**src/rtl/reg_write_arbiter_pkg.sv**
```systemverilog
// Shared definitions for the two-requester register write arbiter:
// state encoding, default data width and a grant-vector helper.
package reg_write_arbiter_pkg;

   localparam int WIDTH_DEFAULT = 8;

   typedef enum logic [1:0] {
      IDLE  = 2'd0,
      GRANT = 2'd1,
      DONE  = 2'd2
   } state_t;

   function automatic logic [1:0] oneHot(input logic idx);
      return idx ? 2'b10 : 2'b01;
   endfunction

endpackage

```
**src/rtl/reg_write_arbiter_if.sv**
```systemverilog
// Requester-side bus of the write arbiter: requests and data in, grant,
// write-complete, register contents and busy status out.
interface reg_write_arbiter_if
   import reg_write_arbiter_pkg::*;
#(
   parameter int WIDTH = WIDTH_DEFAULT
) ();

   logic [1:0]       req;
   logic [WIDTH-1:0] din0;
   logic [WIDTH-1:0] din1;
   logic [1:0]       gnt;
   logic [1:0]       ack;
   logic [WIDTH-1:0] q;
   logic             busy;

   modport master (
      output req, din0, din1,
      input  gnt, ack, q, busy
   );

   modport slave (
      input  req, din0, din1,
      output gnt, ack, q, busy
   );

endinterface

```
**src/rtl/reg_write_arbiter_dff_en_clrn.sv**
```systemverilog
// WIDTH-bit D register with load enable and asynchronous active-low clear;
// holds the shared register contents.
module dff_en_clrn #(
   parameter int WIDTH = 8
) (
   input  logic             clk,
   input  logic             clrn,
   input  logic             en,
   input  logic [WIDTH-1:0] d,
   output logic [WIDTH-1:0] q
);

   always_ff @(posedge clk or negedge clrn) begin
      if (!clrn) begin
         q <= '0;
      end else if (en) begin
         q <= d;
      end
   end

endmodule

```
**src/rtl/reg_write_arbiter.sv**
```systemverilog
// Two-requester arbiter for a single shared register: IDLE -> GRANT -> DONE,
// with ties broken in favour of the requester that was not served last.
module reg_write_arbiter
   import reg_write_arbiter_pkg::*;
#(
   parameter int WIDTH = WIDTH_DEFAULT
) (
   input  logic                 clk,
   input  logic                 clrn,
   reg_write_arbiter_if.slave   bus
);

   state_t           r_state;
   logic             r_sel;
   logic             r_last;
   logic [1:0]       r_gnt;
   logic [1:0]       r_ack;
   logic             r_busy;

   logic             w_winner;
   logic             w_load;
   logic [WIDTH-1:0] w_d;

   // On a tie the requester not recorded in r_last wins.
   always_comb begin
      w_winner = (bus.req == 2'b11) ? ~r_last : bus.req[1];
      w_load   = (r_state == GRANT);
      w_d      = r_sel ? bus.din1 : bus.din0;
   end

   always_ff @(posedge clk or negedge clrn) begin
      if (!clrn) begin
         r_state <= IDLE;
         r_sel   <= 1'b0;
         r_last  <= 1'b1;
         r_gnt   <= 2'b00;
         r_ack   <= 2'b00;
         r_busy  <= 1'b0;
      end else begin
         case (r_state)
            IDLE: begin
               r_ack <= 2'b00;
               if (bus.req != 2'b00) begin
                  r_sel   <= w_winner;
                  r_gnt   <= oneHot(w_winner);
                  r_busy  <= 1'b1;
                  r_state <= GRANT;
               end else begin
                  r_gnt   <= 2'b00;
                  r_busy  <= 1'b0;
               end
            end
            GRANT: begin
               r_ack   <= oneHot(r_sel);
               r_gnt   <= 2'b00;
               r_last  <= r_sel;
               r_busy  <= 1'b1;
               r_state <= DONE;
            end
            DONE: begin
               r_ack   <= 2'b00;
               r_gnt   <= 2'b00;
               r_busy  <= 1'b0;
               r_state <= IDLE;
            end
            default: begin
               r_ack   <= 2'b00;
               r_gnt   <= 2'b00;
               r_busy  <= 1'b0;
               r_state <= IDLE;
            end
         endcase
      end
   end

   // The register loads only on the GRANT->DONE edge, so a reset during
   // GRANT clears it before the write can land.
   dff_en_clrn #(.WIDTH(WIDTH)) u_qReg (
      .clk  (clk),
      .clrn (clrn),
      .en   (w_load),
      .d    (w_d),
      .q    (bus.q)
   );

   assign bus.gnt  = r_gnt;
   assign bus.ack  = r_ack;
   assign bus.busy = r_busy;

endmodule

```
**src/flat_wrapper.sv**
```systemverilog
// flat-port wrapper written by rule: the top's interface ports become plain ports
module reg_write_arbiter_flat import reg_write_arbiter_pkg::*;
#(
   parameter int WIDTH = WIDTH_DEFAULT
)
  (clk, clrn, bus_req, bus_din0, bus_din1, bus_gnt, bus_ack, bus_q, bus_busy);
  reg_write_arbiter_if #(.WIDTH(WIDTH)) bus_i ();
  input  logic clk;
  input  logic clrn;
  input wire logic [$bits(bus_i.req)-1:0] bus_req;
  input wire logic [$bits(bus_i.din0)-1:0] bus_din0;
  input wire logic [$bits(bus_i.din1)-1:0] bus_din1;
  output wire logic [$bits(bus_i.gnt)-1:0] bus_gnt;
  output wire logic [$bits(bus_i.ack)-1:0] bus_ack;
  output wire logic [$bits(bus_i.q)-1:0] bus_q;
  output wire logic [$bits(bus_i.busy)-1:0] bus_busy;
  assign bus_i.req = bus_req;
  assign bus_i.din0 = bus_din0;
  assign bus_i.din1 = bus_din1;
  assign bus_gnt = bus_i.gnt;
  assign bus_ack = bus_i.ack;
  assign bus_q = bus_i.q;
  assign bus_busy = bus_i.busy;
  reg_write_arbiter #(.WIDTH(WIDTH)) u_core (.clk(clk), .clrn(clrn), .bus(bus_i));
endmodule
```
**config.mk**
```make
export PLATFORM = sky130hd
export DESIGN_NAME = reg_write_arbiter_flat
export DESIGN_NICKNAME = d
export VERILOG_FILES = /design/src/rtl/reg_write_arbiter_pkg.sv /design/src/rtl/reg_write_arbiter_if.sv /design/src/rtl/reg_write_arbiter_dff_en_clrn.sv /design/src/rtl/reg_write_arbiter.sv /design/src/flat_wrapper.sv
export SDC_FILE = /design/constraint.sdc
export NUM_CORES = 1
export LEC_CHECK = 0
export CAP_MARGIN = 20
export CORE_UTILIZATION = 37
export DETAILED_ROUTE_END_ITERATION = 10
export GPL_TIMING_DRIVEN = 0
export PLACE_DENSITY = 0.74
export SLEW_MARGIN = 0
export SYNTH_ARGS = -nofsm -noshare
export SYNTH_HDL_FRONTEND = slang
export SYNTH_SLANG_ARGS = --single-unit
export TNS_END_PERCENT = 1
```
**constraint.sdc**
```tcl
create_clock -name clk -period 1.16 [get_ports clk]
set_input_delay 0.29 -clock clk [delete_from_list [all_inputs] [get_ports clk]]
set_output_delay 0.29 -clock clk [all_outputs]
set_load 0.05 [all_outputs]
```
## Word level (Yosys, flattened, before mapping)

Cells that the tools add are included.
W data, S select, Z words.

| cells by class | value |
|---|---|
| equality and inequality tests | 3 |
| muxes and demuxes | 11 |
| bitwise logic cells | 1 |
| reductions and logical operators | 3 |

Operators with widths:

| operator | count |
|---|---|
| $mux W2 | 6 |
| $mux W8 | 1 |
| $pmux W2 S2 | 1 |
| $eq A2 B1 Y1 const B | 1 |
| $eq A2 B2 Y1 const B | 1 |
| $logic_not A2 Y1 | 1 |
| $mux W1 | 2 |
| $ne A2 B1 Y1 const B | 1 |
| $pmux W1 S2 | 1 |
| $reduce_and A2 Y1 | 1 |
| $reduce_bool A2 Y1 | 1 |
| $not A1 Y1 | 1 |

| word-level totals | value |
|---|---|
| register bits after elaboration | 17 |
| bits of input ports | 20 |
| output and inout bits | 13 |
| logic and storage cells | 25 |

## Logic depth before layout (Yosys ltp)

Gate-level depths: netlist of the first run.

| logic depth | value |
|---|---|
| depth after elaboration | 5 |
| gate-level depth with buffers | 3 |
| gate-level depth less buffers | 2 |

## Modules after synthesis

Synthesis of the first run repeated with hierarchy kept, for this count alone.

| second synthesis, totals | value |
|---|---|
| cells, all modules | 50 |
| area, all modules | 750.7 um^2 |

By module, submodules not included:

| module | times used | cells each | area each (um^2) | seq. area each (um^2) |
|---|---|---|---|---|
| reg_write_arbiter | 1 | 33 | 419.2 | 226.5 |
| dff_en_clrn | 1 | 17 | 331.6 | 200.2 |

## Worst setup path before layout of the first run

Ideal clock, no wire load.

| timing | value |
|---|---|
| path kind | reg2reg |
| from | register u_core.r_sel |
| to | register u_core.u_qReg.q[0] |
| setup time | 125 ps |
| arrival time | 1063 ps |
| required time | 1035 ps |
| path slack | -28 ps |
| cell stages (with the launch flop) | 4 |
| buffers on the path | 1 |
| period minus slack after synthesis | 1188 ps |
| path through | dfrtp_1 -> buf_6 -> mux2_4 -> mux2_4 |

| between the ends | value |
|---|---|
| longest elaborated chain between the ends | 1 |

Ends and longest elaborated chain:

| element | RTL line | text |
|---|---|---|
| start, declared | reg_write_arbiter.sv:14 | `logic r_sel;` |
| start signal, assigned | reg_write_arbiter.sv:44 | `r_sel <= w_winner;` |
| $mux W8 | reg_write_arbiter.sv:28 | `w_d = r_sel ? bus.din1 : bus.din0;` |
| end signal, assigned | reg_write_arbiter_dff_en_clrn.sv:15 | `q <= '0;` |
| end signal, assigned | reg_write_arbiter_dff_en_clrn.sv:17 | `q <= d;` |
| end, declared | reg_write_arbiter_dff_en_clrn.sv:10 | `output logic [WIDTH-1:0] q` |

Every way passes these cells.
A chain may end at the register's enable or synchronous reset.

## Final worst setup path of the first run

Ends and elaborated chain as after synthesis.

==> metrics.txt, run 1 <==
Num CTS Buffers=3; worst hold path class=primary input to asynchronous set/reset pin; Tot GR Track Use=14.3%; power per cell area=3110 nW/um^2; Top delay family on crit path=multiplexers; H-tree levels=1; Max transition margin=49.2%; Clock Skews=0.00434 ns; sequential power share=around 28%; Worst-Skew Late Latency=~0.29 ns; CTS Sinks=17; RSZ-0062 raised after global routing=true; core footprint=1960 sq um; Max Clk Rate=830 MHz; final setup vio count=8; First-pass DRT Iterations=1; die width=47.8 um; Ant. Diodes=0; DR WL/cell=13.5 um; critical path class=register to register; Power, Total=3.81 mW; maximum vdd ir drop=about 1300 uV; Worst-path clk slew=0.10 ns; Post-Synthesis Cells=49; final slew viol count=0; Layout Area Growth over Synthesis=57.3%; number of I/O pins=33; hold buffer count at CTS=0; ANT nets after route=0; detailed-route wire length=about 1600 um; crit path max fanout=8; vias in the first global route=roughly 530; first-pass GRT wire length=roughly 2200 um; P_leak=between 0.5 and 0.6 nW; vias per inst=approximately 4.5; CP arrival=1.38 ns; switching share of power=a little over two fifths; Hold Slack=0.437 ns; failing checks=negative setup slack; largest net degree at the start of global routing=18; Die Height=47.8 um; Post-Syn Area=a little under 800 sq um; Final Hold Viols=0; post-detail-place hpwl=1130 um; CTS max path bufs=2; period utilisation layout=104%; Int Power=approximately 2.2 mW; minimum clock period after layout=1.21 ns; sequential area share after synthesis=approximately 55%; CP max-delay cell=dfrtp_1; utilization after layout=between 60% and 70%; crit end category=register; Synth cell types=15; number of warnings issued by yosys=0; layout cell share with drive strength beyond 1=52.2%; CP bufs+invs=1; worst-margin pin slew=0.759 ns; Clock Tree Root=clkbuf_4; clock network fraction of design power=under 10%; NumNets Final=111; most used cell, CP=mux2_4; Std-Cell Rows=16; Via Count=523; combinational share of power=63.5%; max cap viols=0; die area=2290 sq um; CTS tree=done; gpl congestion=0.653; critical-path cell list=buf_6, mux2_4, mux2_4; GRT Residual Overflow=0; Req. time, crit path=1.34 ns; worst stage delay on the critical path=0.40 ns; Port-buffer cells=32; Worst Setup Start Kind=register; initial antenna violation count=0; syn nets=between 60 and 70; DRC violations left=0; 1st-iter DRT viols=0; outcome=finished, violations left; synthesis-stage register bit count=17; final setup margin=-0.0454 ns; syn_area_per_cell=15.9 sq um; effective utilization at floorplan=approximately 40%; NetSw=1.60 mW
cell families after synthesis:
| group | count (synthesis) | share of synthesized area (%) |
|---|---|---|
| and+or+nand+nor | 11 | 9.66 |
| DFF | 17 | 54.9 |
| buffers and inverters | 2 | 2.90 |
| AOI/OAI and AO/OA | 2 | 2.09 |
| muxes | 17 | 30.4 |
flip-flops by register name (all words and copies together) (netlist names):
register	count
u_core.bus.busy	1
u_core.r_last	1
u_core.bus.gnt	2
u_core.u_qReg.q	8
u_core.r_state	2
u_core.bus.ack	2
u_core.r_sel	1
path summary, 6_finish.rpt:
| check | startpoint | end | slack, ns | cells past startpoint |
|---|---|---|---|---|
| hold reg to reg | u_core.u_qReg.q[3] | u_core.u_qReg.q[3] | 0.54 | 1 |
| hold / removal | clrn | u_core.bus.busy | 0.44 | 1 |
| max in group asynchronous | clrn | u_core.r_state[1] | 0.21 | 1 |
| min in group clk | u_core.u_qReg.q[3] | u_core.u_qReg.q[3] | 0.54 | 1 |
| setup / recovery | u_core.r_sel | u_core.u_qReg.q[0] | -0.05 | 3 |
| setup reg to reg | u_core.r_sel | u_core.u_qReg.q[0] | -0.05 | 3 |
per-stage QoR:
step / instances / area (sq um) / worst slack, ns / TNS [ns]
5_1_grt: 117 / 1220 / -0.0862 / -0.732
2_1_floorplan: 49 / 777 / -0.0284 / -0.170
3_3_place_gp: 108 / 1130 / -0.272 / -6.42
6_report: 117 / 1220 / -0.0454 / -0.244
4_1_cts: 116 / 1190 / -0.0466 / -0.285
3_5_place_dp: 108 / 1130 / -0.282 / -7.33
layer usage:
layer	global-route usage, %	vias up	wire, um
met4	5.00	0	0
met1	16.9	256	641
met5	0	-	0
li1	-	255	-
met2	26.2	12	887
met3	2.26	0	46
placed cells by master (no fill, tap or decap), drive strengths merged:
| cell type | instances |
|---|---|
| clkinv | 1 |
| and2 | 2 |
| nand2b | 1 |
| mux2 | 17 |
| nor3b | 2 |
| buf | 20 |
| a21boi | 1 |
| nor2b | 1 |
| a2bb2oi | 1 |
| clkdlybuf4s50 | 19 |
| and2b | 1 |
| nor3 | 2 |
| nor2 | 2 |
| clkbuf | 3 |
| dfrtp | 16 |
| dfstp | 1 |
cell type report:
class / count / area [sq um]
Clock inverter: 1 / 5.00
Multi-Input combinational cell: 30 / 337
Tap cell: 27 / 33.8
Clock buffer: 3 / 22.5
Timing Repair Buffer: 37 / 370
Buffer: 2 / 26.3
Fill cell: 165 / 739
Sequential cell: 17 / 428
repair_timing:
item | CTS | global route
setup buffers | 4 | 1
gates resized for setup | 89 | 6
setup endpoints to repair | 20 | 23
power by group through the flow:
stage	clock [mW]	sequential, mW	combinational (mW)
6_report	0.318	1.07	2.42
5_1_grt	0.351	1.11	2.54
4_1_cts	0.328	1.06	2.33
3_5_place_dp	0	1.07	2.17
3_3_place_gp	0	1.06	2.14
2_1_floorplan	0	1.80	0.805
synthesized netlist by cell type, drive strengths merged:
library cell | n | area share, %
mux2 | 17 | 30
dfrtp | 16 | 52
and2 | 2 | 1.8
buf | 2 | 2.9
nor2 | 2 | 0.97
nor3 | 2 | 1.3
nor3b | 2 | 1.9
a21boi | 1 | 0.97
a2bb2oi | 1 | 1.1
and2b | 1 | 1.1
dfstp | 1 | 3.4
nand2b | 1 | 0.81
nor2b | 1 | 1.8
Power figures use the tool's default switching activity.
==> inputs of run 2 (changes only) <==
--- a/config.mk
+++ b/config.mk
@@ -6,10 +6,10 @@
 export NUM_CORES = 1
 export LEC_CHECK = 0
 export CAP_MARGIN = 20
-export CORE_UTILIZATION = 37
+export CORE_UTILIZATION = 44
 export DETAILED_ROUTE_END_ITERATION = 10
 export GPL_TIMING_DRIVEN = 0
-export PLACE_DENSITY = 0.74
+export PLACE_DENSITY = 0.83
 export SLEW_MARGIN = 0
 export SYNTH_ARGS = -nofsm -noshare
 export SYNTH_HDL_FRONTEND = slang
==> constraint.sdc (replaced) <==
create_clock -name clk -period 1.4 [get_ports clk]
set_input_delay 0.35 -clock clk [delete_from_list [all_inputs] [get_ports clk]]
set_output_delay 0.35 -clock clk [all_outputs]
set_load 0.05 [all_outputs]
==> metrics.txt, run 2 (synthesized netlist as in run 1, its figures left out) <==
outcome=finished, violations left; failing checks=design-rule violations; CP arrival=1.00 ns (-0.38 ns); Worst Setup Start Kind=register; DRC violations left=2 (+2); effective utilization at floorplan=49.3% (+9.7 points); crit end category=output pin; NetSw=1.25 mW (-22%); commonest non-fill, non-tap cell in the layout=clkdlybuf4s50_1; layout cell share with drive strength beyond 1=47.1% (-5.2 points); P_leak=0.511 nW (-10%); Via Count=512 (-2.1%); Clock Tree Root=clkbuf_4; max cap viols=0 (unchanged); Tot GR Track Use=16.6% (+2.3 points); post-detail-place hpwl=1040 um (-7.9%); Worst-Skew Late Latency=0.29 ns (about the same); most flop-heavy register=u_core.u_qReg.q; number of I/O pins=33 (unchanged); maximum vdd ir drop=1220 uV (-9.6%); sequential power share=31.5% (+3.3 points); Layout Area Growth over Synthesis=43.0%; clock network fraction of design power=9.4% (+1.1 points); minimum clock period after layout=around 1.3 ns; combinational share of power=59.1% (-4.4 points); vias in the first global route=529 (unchanged); Ant. Diodes=0 (unchanged); CTS Sinks=17 (unchanged); Power, Total=2.79 mW (-27%); die width=44.0 um (-8.0%); Worst-path clk slew=0.10 ns (about the same); gpl congestion=0.727 (+11%); Max transition margin=51.3% (+2.1 points); final setup vio count=0 (-8); worst hold path class=primary input to asynchronous set/reset pin; critical-path cell list=clkdlybuf4s15_2; pre-CTS setup slack=-0.101 ns (+0.180 ns); Final Hold Viols=0 (unchanged); switching share of power=44.7% (+2.6 points); Die Height=44.0 um (-8.0%); CP bufs+invs=1 (unchanged); most frequent cells in the layout=clkdlybuf4s50_1, dfrtp_1, mux2_4; critical path class=register to output pin; 1st-iter DRT viols=3 (+3); Hold Slack=0.485 ns (+0.0476 ns); GRT Residual Overflow=0 (unchanged); Std-Cell Rows=14 (-2); crit path max fanout=1 (-7); NumNets Final=106 (-4.5%); final setup margin=0.0527 ns (+0.0981 ns); die area=1940 sq um (-15%); vias per inst=5.07 (+13%); period utilisation layout=between 90% and 100%; CTS tree=done; Clock Skews=0.000705 ns (-0.00363 ns); power per cell area=2510 nW/um^2 (-19%); core footprint=1580 sq um (-20%); CP max-delay cell=clkdlybuf4s15_2; final slew viol count=0 (unchanged); worst stage delay on the critical path=0.37 ns (-0.03 ns); max reg flops=8 (unchanged); detailed-route wire length=1380 um (-12%); worst-margin pin slew=0.729 ns (-0.0307 ns); H-tree levels=1 (unchanged); DR WL/cell=13.7 um (+1.8%); First-pass DRT Iterations=8 (+7); Port-buffer cells=32 (unchanged); Max Clk Rate=742 MHz; ANT nets after route=0 (unchanged); RSZ-0062 raised after global routing=false; initial antenna violation count=0 (unchanged); Int Power=1.54 mW (-30%); largest net degree at the start of global routing=18 (unchanged); CTS max path bufs=2 (unchanged); first-pass GRT wire length=2300 um (+2.5%); Num CTS Buffers=3 (unchanged); Req. time, crit path=1.05 ns (-0.29 ns); Top delay family on crit path=buffers and inverters
## run 2: power by group through the flow
stage	Combinational (mW)	Clock, mW	Sequential, mW
finish	1.65	0.263	0.878
global route	1.72	0.288	0.912
CTS	1.73	0.274	0.883
detailed placement	1.79	0	0.888
global placement	1.76	0	0.880
floorplan	0.667	0	1.49
## run 2: per-stage QoR
step / cells / setup TNS [ns] / area, sq um / utilization, %
5_1_grt: 101 / 0 / 1110 / 70.5
2_1_floorplan: 49 / 0 / 777 / -
4_1_cts: 101 / 0 / 1150 / 73.3
6_report: 101 / 0 / 1110 / 70.5
3_3_place_gp: 97 / -0.824 / 1120 / 70.9
3_5_place_dp: 97 / -0.990 / 1120 / 70.9
## run 2: area by class of cell
type | instances | area, sq um
clock inverter | 1 | 5.00
buffer | 2 | 22.5
clock buffer | 3 | 22.5
multi-input combinational | 30 | 328
tap | 16 | 20.0
timing repair buffer | 32 | 287
sequential | 17 | 427
fill | 122 | 465
## run 2: worst paths after layout
check                                    from                 end  slack (ns)  cells past startpoint
setup / recovery            u_core.bus.gnt[0]          bus_gnt[0]        0.05                      1
hold / removal                           clrn   u_core.r_state[0]        0.48                      1
setup reg to reg                 u_core.r_sel  u_core.u_qReg.q[0]        0.14                      3
hold reg to reg            u_core.u_qReg.q[7]  u_core.u_qReg.q[7]        0.51                      1
max in group asynchronous                clrn  u_core.u_qReg.q[0]        0.46                      1
min in group clk           u_core.u_qReg.q[7]  u_core.u_qReg.q[7]        0.51                      1
## run 2: what timing repair did
item | 4_1_cts | 5_1_grt
buffers inserted | 0 | 0
pin swaps | 0 | 0
setup endpoints to repair | 13 | 7
gates resized for setup | 41 | 14
hold buffers | 0 | 0
## run 2: metal layers
metal / track usage [%] / vias to the layer above / routed length [um]
li1: - / 242 / -
met1: 18.8 / 243 / 557
met2: 28.5 / 22 / 713
met3: 4.08 / 5 / 75
met4: 9.09 / 0 / 37
met5: 0 / - / 0
